$ cat src/rtl/mux_pkg.sv
// Shared constants and select-decode helpers for the one-hot pixel selector.
package mux_pkg;

  localparam int MUX_N     = 9;
  localparam int MUX_WIDTH = 24;
  localparam int MUX_ERR_W = 8;
  localparam int MUX_MAX_N = 32;

  function automatic logic is_onehot(input logic [MUX_MAX_N-1:0] v);
    return (v != '0) && ((v & (v - 32'd1)) == '0);
  endfunction

  // Returns 0 for an all-zero vector; callers qualify with v != 0.
  function automatic logic [4:0] lowest_set(input logic [MUX_MAX_N-1:0] v);
    logic [4:0] idx;
    idx = '0;
    for (int i = MUX_MAX_N - 1; i >= 0; i--) begin
      if (v[i]) idx = 5'(i);
    end
    return idx;
  endfunction

endpackage

$ cat src/rtl/pipe_skid_reg.sv
// Two-entry valid/ready register (main + skid) giving full throughput under back-pressure.
module pipe_skid_reg #(
  parameter int WIDTH = 24
) (
  input  logic             clk,
  input  logic             rst_n,
  input  logic [WIDTH-1:0] in_data,
  input  logic             in_valid,
  output logic             in_ready,
  output logic [WIDTH-1:0] out_data,
  output logic             out_valid,
  input  logic             out_ready,
  output logic             skid_full
);

  // Handshake: a word moves on any edge where valid && ready are both 1; valid
  // never depends on ready, and in_ready is a register equal to !skid_full.
  logic             main_valid, main_valid_n;
  logic [WIDTH-1:0] main_data, main_data_n;
  logic             skid_valid, skid_valid_n;
  logic [WIDTH-1:0] skid_data, skid_data_n;
  logic             ready_r;
  logic             accept, drain;

  assign accept = in_valid && ready_r;
  assign drain  = main_valid && out_ready;

  always_comb begin
    main_valid_n = main_valid;
    main_data_n  = main_data;
    skid_valid_n = skid_valid;
    skid_data_n  = skid_data;
    if (drain || !main_valid) begin
      if (skid_valid) begin
        main_valid_n = 1'b1;
        main_data_n  = skid_data;
        skid_valid_n = 1'b0;
      end else if (accept) begin
        main_valid_n = 1'b1;
        main_data_n  = in_data;
      end else begin
        main_valid_n = 1'b0;
      end
    end else if (accept) begin
      skid_valid_n = 1'b1;
      skid_data_n  = in_data;
    end
  end

  always_ff @(posedge clk) begin
    if (!rst_n) begin
      main_valid <= 1'b0;
      main_data  <= '0;
      skid_valid <= 1'b0;
      skid_data  <= '0;
      ready_r    <= 1'b0;
    end else begin
      main_valid <= main_valid_n;
      main_data  <= main_data_n;
      skid_valid <= skid_valid_n;
      skid_data  <= skid_data_n;
      ready_r    <= !skid_valid_n;
    end
  end

  assign in_ready  = ready_r;
  assign out_data  = main_data;
  assign out_valid = main_valid;
  assign skid_full = skid_valid;

endmodule

$ cat src/rtl/mux_onehot_pipe.sv
// Pipelined one-hot channel selector with non-one-hot error counting.
// Build option: MUX_ONEHOT_PRIO_EN resolves multi-hot selects to the lowest set bit.
module mux_onehot_pipe
  import mux_pkg::*;
#(
  parameter int N     = MUX_N,
  parameter int WIDTH = MUX_WIDTH,
  parameter int ERR_W = MUX_ERR_W
) (
  input  logic               clk,
  input  logic               rst_n,
  input  logic [N*WIDTH-1:0] in_data,
  input  logic [N-1:0]       in_sel,
  input  logic               in_valid,
  output logic               in_ready,
  output logic [WIDTH-1:0]   out_data,
  output logic               out_valid,
  input  logic               out_ready,
  output logic               err_flag,
  output logic [ERR_W-1:0]   err_cnt,
  input  logic               err_clr
);

  logic [MUX_MAX_N-1:0] sel_ext;
  logic [WIDTH-1:0]     sel_word;
  logic                 bad_sel;
  logic                 skid_full;

  always_comb begin
    sel_ext        = '0;
    sel_ext[N-1:0] = in_sel;
  end

  always_comb begin
    sel_word = '0;
`ifdef MUX_ONEHOT_PRIO_EN
    if (sel_ext != '0) sel_word = in_data[int'(lowest_set(sel_ext))*WIDTH +: WIDTH];
`else
    if (is_onehot(sel_ext)) begin
      for (int k = 0; k < N; k++) begin
        if (in_sel[k]) sel_word = in_data[k*WIDTH +: WIDTH];
      end
    end
`endif
  end

  pipe_skid_reg #(.WIDTH(WIDTH)) u_pipe (
    .clk       (clk),
    .rst_n     (rst_n),
    .in_data   (sel_word),
    .in_valid  (in_valid),
    .in_ready  (in_ready),
    .out_data  (out_data),
    .out_valid (out_valid),
    .out_ready (out_ready),
    .skid_full (skid_full)
  );

  // Only selects that actually transfer are counted.
  assign bad_sel = in_valid && in_ready && !is_onehot(sel_ext);

  always_ff @(posedge clk) begin
    if (!rst_n) begin
      err_flag <= 1'b0;
      err_cnt  <= '0;
    end else if (err_clr) begin
      err_flag <= bad_sel;
      err_cnt  <= bad_sel ? ERR_W'(1) : '0;
    end else if (bad_sel) begin
      err_flag <= 1'b1;
      if (err_cnt != '1) err_cnt <= err_cnt + ERR_W'(1);
    end
  end

endmodule

$ cat config.mk
export PLATFORM = sky130hd
export DESIGN_NAME = mux_onehot_pipe
export DESIGN_NICKNAME = d
export VERILOG_FILES = /design/src/rtl/mux_pkg.sv /design/src/rtl/pipe_skid_reg.sv /design/src/rtl/mux_onehot_pipe.sv
export SDC_FILE = /design/constraint.sdc
export NUM_CORES = 1
export LEC_CHECK = 0
export BUFFER_PORTS_ARGS = -buffer_cell sky130_fd_sc_hd__buf_2
export CORE_AREA = 2 2 103 105
export CTS_BUF_LIST = sky130_fd_sc_hd__clkbuf_4 sky130_fd_sc_hd__clkbuf_8
export CTS_CLUSTER_DIAMETER = 200
export DETAILED_ROUTE_END_ITERATION = 8
export DIE_AREA = 0 0 105 107
export HOLD_SLACK_MARGIN = 0.06
export PLACE_DENSITY = 0.82
export RECOVER_POWER = 50
export SLEW_MARGIN = 40
export SYNTH_ARGS = -nofsm -noshare
export SYNTH_HDL_FRONTEND = slang
export SYNTH_HIERARCHICAL = 1
export SYNTH_SLANG_ARGS = --single-unit
$ cat constraint.sdc
create_clock -name clk -period 7.06 [get_ports clk]
set_input_delay 0.706 -clock clk [delete_from_list [all_inputs] [get_ports clk]]
set_output_delay 0.706 -clock clk [all_outputs]
set_load 0.05 [all_outputs]
* After elaboration in Yosys (flattened, before gate mapping)
Cells that the tools add are included.
** Cells by class
- Reduce and logical (&&, ||, !) cells :: 16
- Add/subtract/negate cells :: 2
- Eq/ne operators :: 1
- Mux-type cells :: 22
- Bitwise operators :: 2
** Operators with widths (count)
- $mux 24 :: 12
- $and 9x32->32 :: 1
- $logic_not 32->1 :: 1
- $reduce_bool 32->1 :: 1
- $mux 8 :: 3
- $sub 9x1->10 const B :: 1
- $add 8x1->8 const B :: 1
- $ne 8x8->1 const B :: 1
- $mux 1 :: 7
- $reduce_and 2->1 :: 3
- $reduce_bool 2->1 :: 3
- $logic_and 1x1->1 :: 4
- $logic_not 1->1 :: 3
- $logic_or 1x1->1 :: 1
- $not 1->1 :: 1
** Storage, ports and cells
- Register bits after elaboration :: 60
- Logic and storage cells :: 50

* Longest topological paths before layout
- Depth after elaboration :: 12
- Mapped depth :: 12
- Gate-level depth less buffers :: 9

* Modules after synthesis
The synthesis kept the hierarchy.
** By module, submodules not included
- mux_onehot_pipe :: cells an instance 367, area an instance 2379.8 µm², sequential area each 180.2 µm², times used 1
- pipe_skid_reg :: cells an instance 225, area an instance 2174.6 µm², sequential area each 1021.0 µm², times used 1

* Least setup slack after synthesis
No wires, ideal clock.
- Path type :: input port to flip-flop
- Start point :: in in_sel[1]
- End point :: reg u_pipe.main_data[1], in the netlist u_pipe/out_data[1]
- Slack :: 4318 ps
- Arrival :: 2682 ps
- Stages on the path :: 11
- Library setup time :: 59 ps
- Data required time :: 7001 ps
- Path through :: buf_6 or4_4 o21ai_0 nand4bb_2 a31oi_4 buf_2 o21ai_0 a21oi_1 mux2i_1 nand3_1 o211a_1
** On the way
- Cells in the longest elaborated chain, start to end :: 11
** Ends and longest elaborated chain
- start, declared :: RTL line mux_onehot_pipe.sv:13 : input logic [N-1:0] in_sel,
- branches (longest 8 deep; another with $sub 9x1->10)
- $mux 24 (*) :: RTL line mux_onehot_pipe.sv:39 : if (is_onehot(sel_ext)) begin
- via sel_word[1] :: RTL line mux_onehot_pipe.sv:25 : logic [WIDTH-1:0] sel_word;
- $mux 24 (*) :: RTL line pipe_skid_reg.sv:38 : end else if (accept) begin
- $mux 24 (*) :: RTL line pipe_skid_reg.sv:34 : if (skid_valid) begin
- end signal, assigned :: RTL line pipe_skid_reg.sv:59 : main_data <= main_data_n;
- end, declared :: RTL line pipe_skid_reg.sv:19 : logic [WIDTH-1:0] main_data, main_data_n;
Mark *: on every way through the listed nets, which the timed path passes. The select of a mux whose other input is x is not followed.
A chain may end at the register's enable or synchronous reset.

* Final worst setup path
- Start point :: in in_sel[3]
- End point :: reg u_pipe.main_data[11], in the netlist u_pipe/out_data[11]
** On the way
- Cells in the longest elaborated chain, start to end :: 9
** Ends and longest elaborated chain (RTL line)
- branches (longest 6 deep; another with $sub 9x1->10)
- $mux 24 (*) :: mux_onehot_pipe.sv:39
- via sel_word[11] :: mux_onehot_pipe.sv:25
- $mux 24 (*) :: pipe_skid_reg.sv:38
- $mux 24 (*) :: pipe_skid_reg.sv:34
Marks and branches as above.

==> impl_results.md <==
* Final number of hold-violating endpoints at 0
* DRC Markers at 0
* Clock period minus worst slack at 4.330 ns
* Share of synthesized flip-flops with an asynchronous set or reset at 0%
* Crit-path most repeated cell: sky130_fd_sc_hd__o21ai_0
* Drt pass-1 iters at 6
* Sequential cell area fraction in the yosys report at 26.37%
* Placed wire-length estimate after detailed placement at 13,170 µm
* Length of routed met2 wiring at 8067 µm
* Number of warning messages in the yosys log at 6
* CTS tree: done
* Violation count after the first detailed-route iteration at 373
* Final Total Pwr at 0.9314 mW
* Final antenna-violating net count at 0
* Post-cts sizing count at 0
* Slack of the critical path at 2.730 ns
* Crit-path max cell delay at 1.02 ns
* Fillers at 992
* Maximum capacitance violations at 2
* Insertion delay to the later sink of the worst-skew pair at 0.34 ns
* Area of the placeable core at 10,090 µm²
* Met3 routed WL at 1491 µm
* Leading register cell type out of synthesis: sky130_fd_sc_hd__dfxtp_1
* Crit share post-route at 61.33%
* Maximum fanout along the worst path at 51
* CTS root buffer: sky130_fd_sc_hd__clkbuf_8
* Number of clock buffers inserted by TritonCTS at 9
* Die width at 105 µm
* Mean cell area of the mapped netlist at 7.693 µm²
* Arrival time reported for the critical path endpoint at 4.62 ns
* Class of the most critical hold timing path: flip-flop to flip-flop
* Largest buffer count on any clock path at 2
* Fmax achieved at 231.0 MHz
* Violated checks: capacitance limit, slew limit
* CP Cell Sequence: clkbuf_1, or4_1, nor3_1, o21ai_0, a31oi_1, buf_8, o21ai_0, a21oi_1, mux2i_1, nand3_1, o211a_1
* Total I/O pin count at 265
* Final setup violation count at 0
* Outcome: finished, violations left
* Number of max-slew violations in the final report at 74
* Synthesized instance count at 592
* Maximum number of pins on one net before global-route repair at 57
* Type of origin of the critical path: input port
* Number of antenna cells inserted at 0
* Count of buffers from port buffering at 264
* Post-synthesis net count at 823
* Highest routed layer: met4
* Initial antenna violation count at 1
* Peak supply drop at 105.2 µV
* Number of rows in the core area at 37
* Effective utilization at floorplan at 45.13%
* M1 wire length at 6934 µm
* Commonest cells after routing, fill and taps aside: sky130_fd_sc_hd__buf_2 (225), sky130_fd_sc_hd__nand2_1 (88), sky130_fd_sc_hd__dfxtp_1 (60)
* Global-route wire length before repair at 26,780 µm
* Number of enable-type register cells in the synthesized netlist at 0
* Slowest stage cell on the critical path: sky130_fd_sc_hd__a31oi_1
* GRT Util Overall at 30.20%
* Cell area after synthesis at 4554 µm²
* Setup Buffers After CTS at 0
* Sum of negative setup slack at 0 ns
* Critical Path End Type: flip-flop
* Total number of vias at 5,653
* Layout cell share with drive strength beyond 1 at 31.33%
* Final GP Congestion at 0.9410
* Required time of the critical path at 7.35 ns
* Total leakage power at 2.612 nW
* Clock H-tree levels at 3
* Leading cell type in the layout, fill and taps excluded: sky130_fd_sc_hd__buf_2
* Clk sink count at 60
* Critical path type: input port to flip-flop
* Overall die height at 107 µm
* Pwr Density at 155.6 nW/µm²
* Setup repair after global routing missed its margin: false
* Routed length per placed instance at 18.10 µm
* Floorplan die area at 11,240 µm²
* Synth-to-Final Area Change at 31.40%
* Synth Register Bits at 60
* Count of unique library cells instantiated by Yosys at 53
* Fin nets at 1,044
* Hold bufs inserted after CTS at 0
* Final setup skew at 0.009377 ns
* Routed WL at 17,250 µm
* Setup slack after placement at 3.601 ns
* Total gr overflow at 0
* Avg Vias per Cell at 5.932
* Worst slew margin at -25.55%
* Reg clk slew, reported paths at 0.07 ns
* Actual slew at the worst max-slew pin at 1.883 ns
* Vias in the first global route at 5,212
report_power, final:
part           internal, mW  switching [mW]
Sequential            0.349         0.00788
Clock                 0.198           0.131
Combinational        0.0973           0.147
cell type report:
class	instances	area (µm²)	area share [%]
Clock buffer	14	180.2	3.011
Clock inverter	1	30.03	0.5018
Inverter	12	45.04	0.7527
Multi-Input combinational cell	459	3018	50.43
Sequential cell	60	1201	20.07
Tap cell	136	170.2	2.843
Timing Repair Buffer	271	1340	22.39
metrics by stage:
| step | cell area [µm²] | std cells | hold WS (ns) | utilization, % |
|---|---|---|---|---|
| after floorplan | 4554 | 592 | 0.4347 | - |
| after global routing | 5984 | 953 | 0.4762 | 59.30 |
| final | 5984 | 953 | 0.4516 | 59.30 |
| after global placement | 5802 | 935 | 0.4398 | 57.49 |
| after detailed placement | 5839 | 938 | 0.4450 | 57.86 |
| after CTS | 6050 | 953 | 0.4528 | 59.94 |
flip-flops by register name, indices dropped and copies added, names as in the netlist:
name and count:
u_pipe/out_data 24, err_cnt 8, u_pipe/skid_full 1, u_pipe/out_valid 1
err_flag 1, u_pipe/skid_data 24, u_pipe/in_ready 1
layer usage:
| layer | up-vias | GRT usage (%) |
|---|---|---|
| li1 | 2717 | - |
| met1 | 2593 | 36.92 |
| met2 | 299 | 49.68 |
| met3 | 44 | 6.626 |
| met4 | 0 | 16.00 |
| met5 | - | 0 |
worst paths after layout:
kind / start / end / slack [ns] / cells past startpoint
setup / recovery: in_sel[3] / u_pipe/out_data[11]$_SDFFE_PN0P_ / 2.73 / 11
hold reg to reg: u_pipe/skid_data[10]$_SDFFE_PN0P_ / u_pipe/skid_data[10]$_SDFFE_PN0P_ / 0.45 / 2
hold / removal: u_pipe/skid_data[10]$_SDFFE_PN0P_ / u_pipe/skid_data[10]$_SDFFE_PN0P_ / 0.45 / 2
setup reg to reg: u_pipe/skid_full$_SDFF_PN0_ / u_pipe/out_data[19]$_SDFFE_PN0P_ / 4.65 / 4
critical path, delay by kind of cell:
family	cells	cell delay (ns)
mux	1	0.10
compound gates	5	1.67
buf+inv	2	0.98
simple gates	3	1.16
logic make-up (layout without fill, tap and decap cells):
family	count (synthesis)	after routing	share of synthesized area, %
DFF	60	60	26.37
AOI/OAI and AO/OA	232	232	38.90
and+or+nand+nor	200	200	21.62
adders and majority gates	2	2	0.4945
buffers and inverters	73	298	7.115
muxes	25	25	5.495
synth_stat cells, types with 3 or more instances:
library cell                number  area [µm²]
sky130_fd_sc_hd__o22ai_1        17       106.4
sky130_fd_sc_hd__or3_1           9       56.30
sky130_fd_sc_hd__a21oi_1        50       250.2
sky130_fd_sc_hd__buf_1           4       15.01
sky130_fd_sc_hd__clkbuf_1       42       157.7
sky130_fd_sc_hd__a221oi_1       32       280.3
sky130_fd_sc_hd__buf_6           5       56.30
sky130_fd_sc_hd__nor2_1         11       41.29
sky130_fd_sc_hd__o2111ai_1      16       140.1
sky130_fd_sc_hd__dfxtp_1        60        1201
sky130_fd_sc_hd__mux2i_1        25       250.2
sky130_fd_sc_hd__nand3_1        26       130.1
sky130_fd_sc_hd__o211ai_1       16       120.1
sky130_fd_sc_hd__o31ai_1         9       67.56
sky130_fd_sc_hd__nor2b_1        26       162.7
sky130_fd_sc_hd__a21boi_1       25       187.7
sky130_fd_sc_hd__nand2_1        88       330.3
sky130_fd_sc_hd__o211a_1        24       240.2
sky130_fd_sc_hd__o21ai_0        11       55.05
sky130_fd_sc_hd__buf_2          10       50.05
sky130_fd_sc_hd__inv_1          12       45.04
sky130_fd_sc_hd__o2111a_1       16       180.2
sky130_fd_sc_hd__and2_1          3       18.77
sky130_fd_sc_hd__nor3_1         19       95.09
Power figures use the tool's default switching activity.
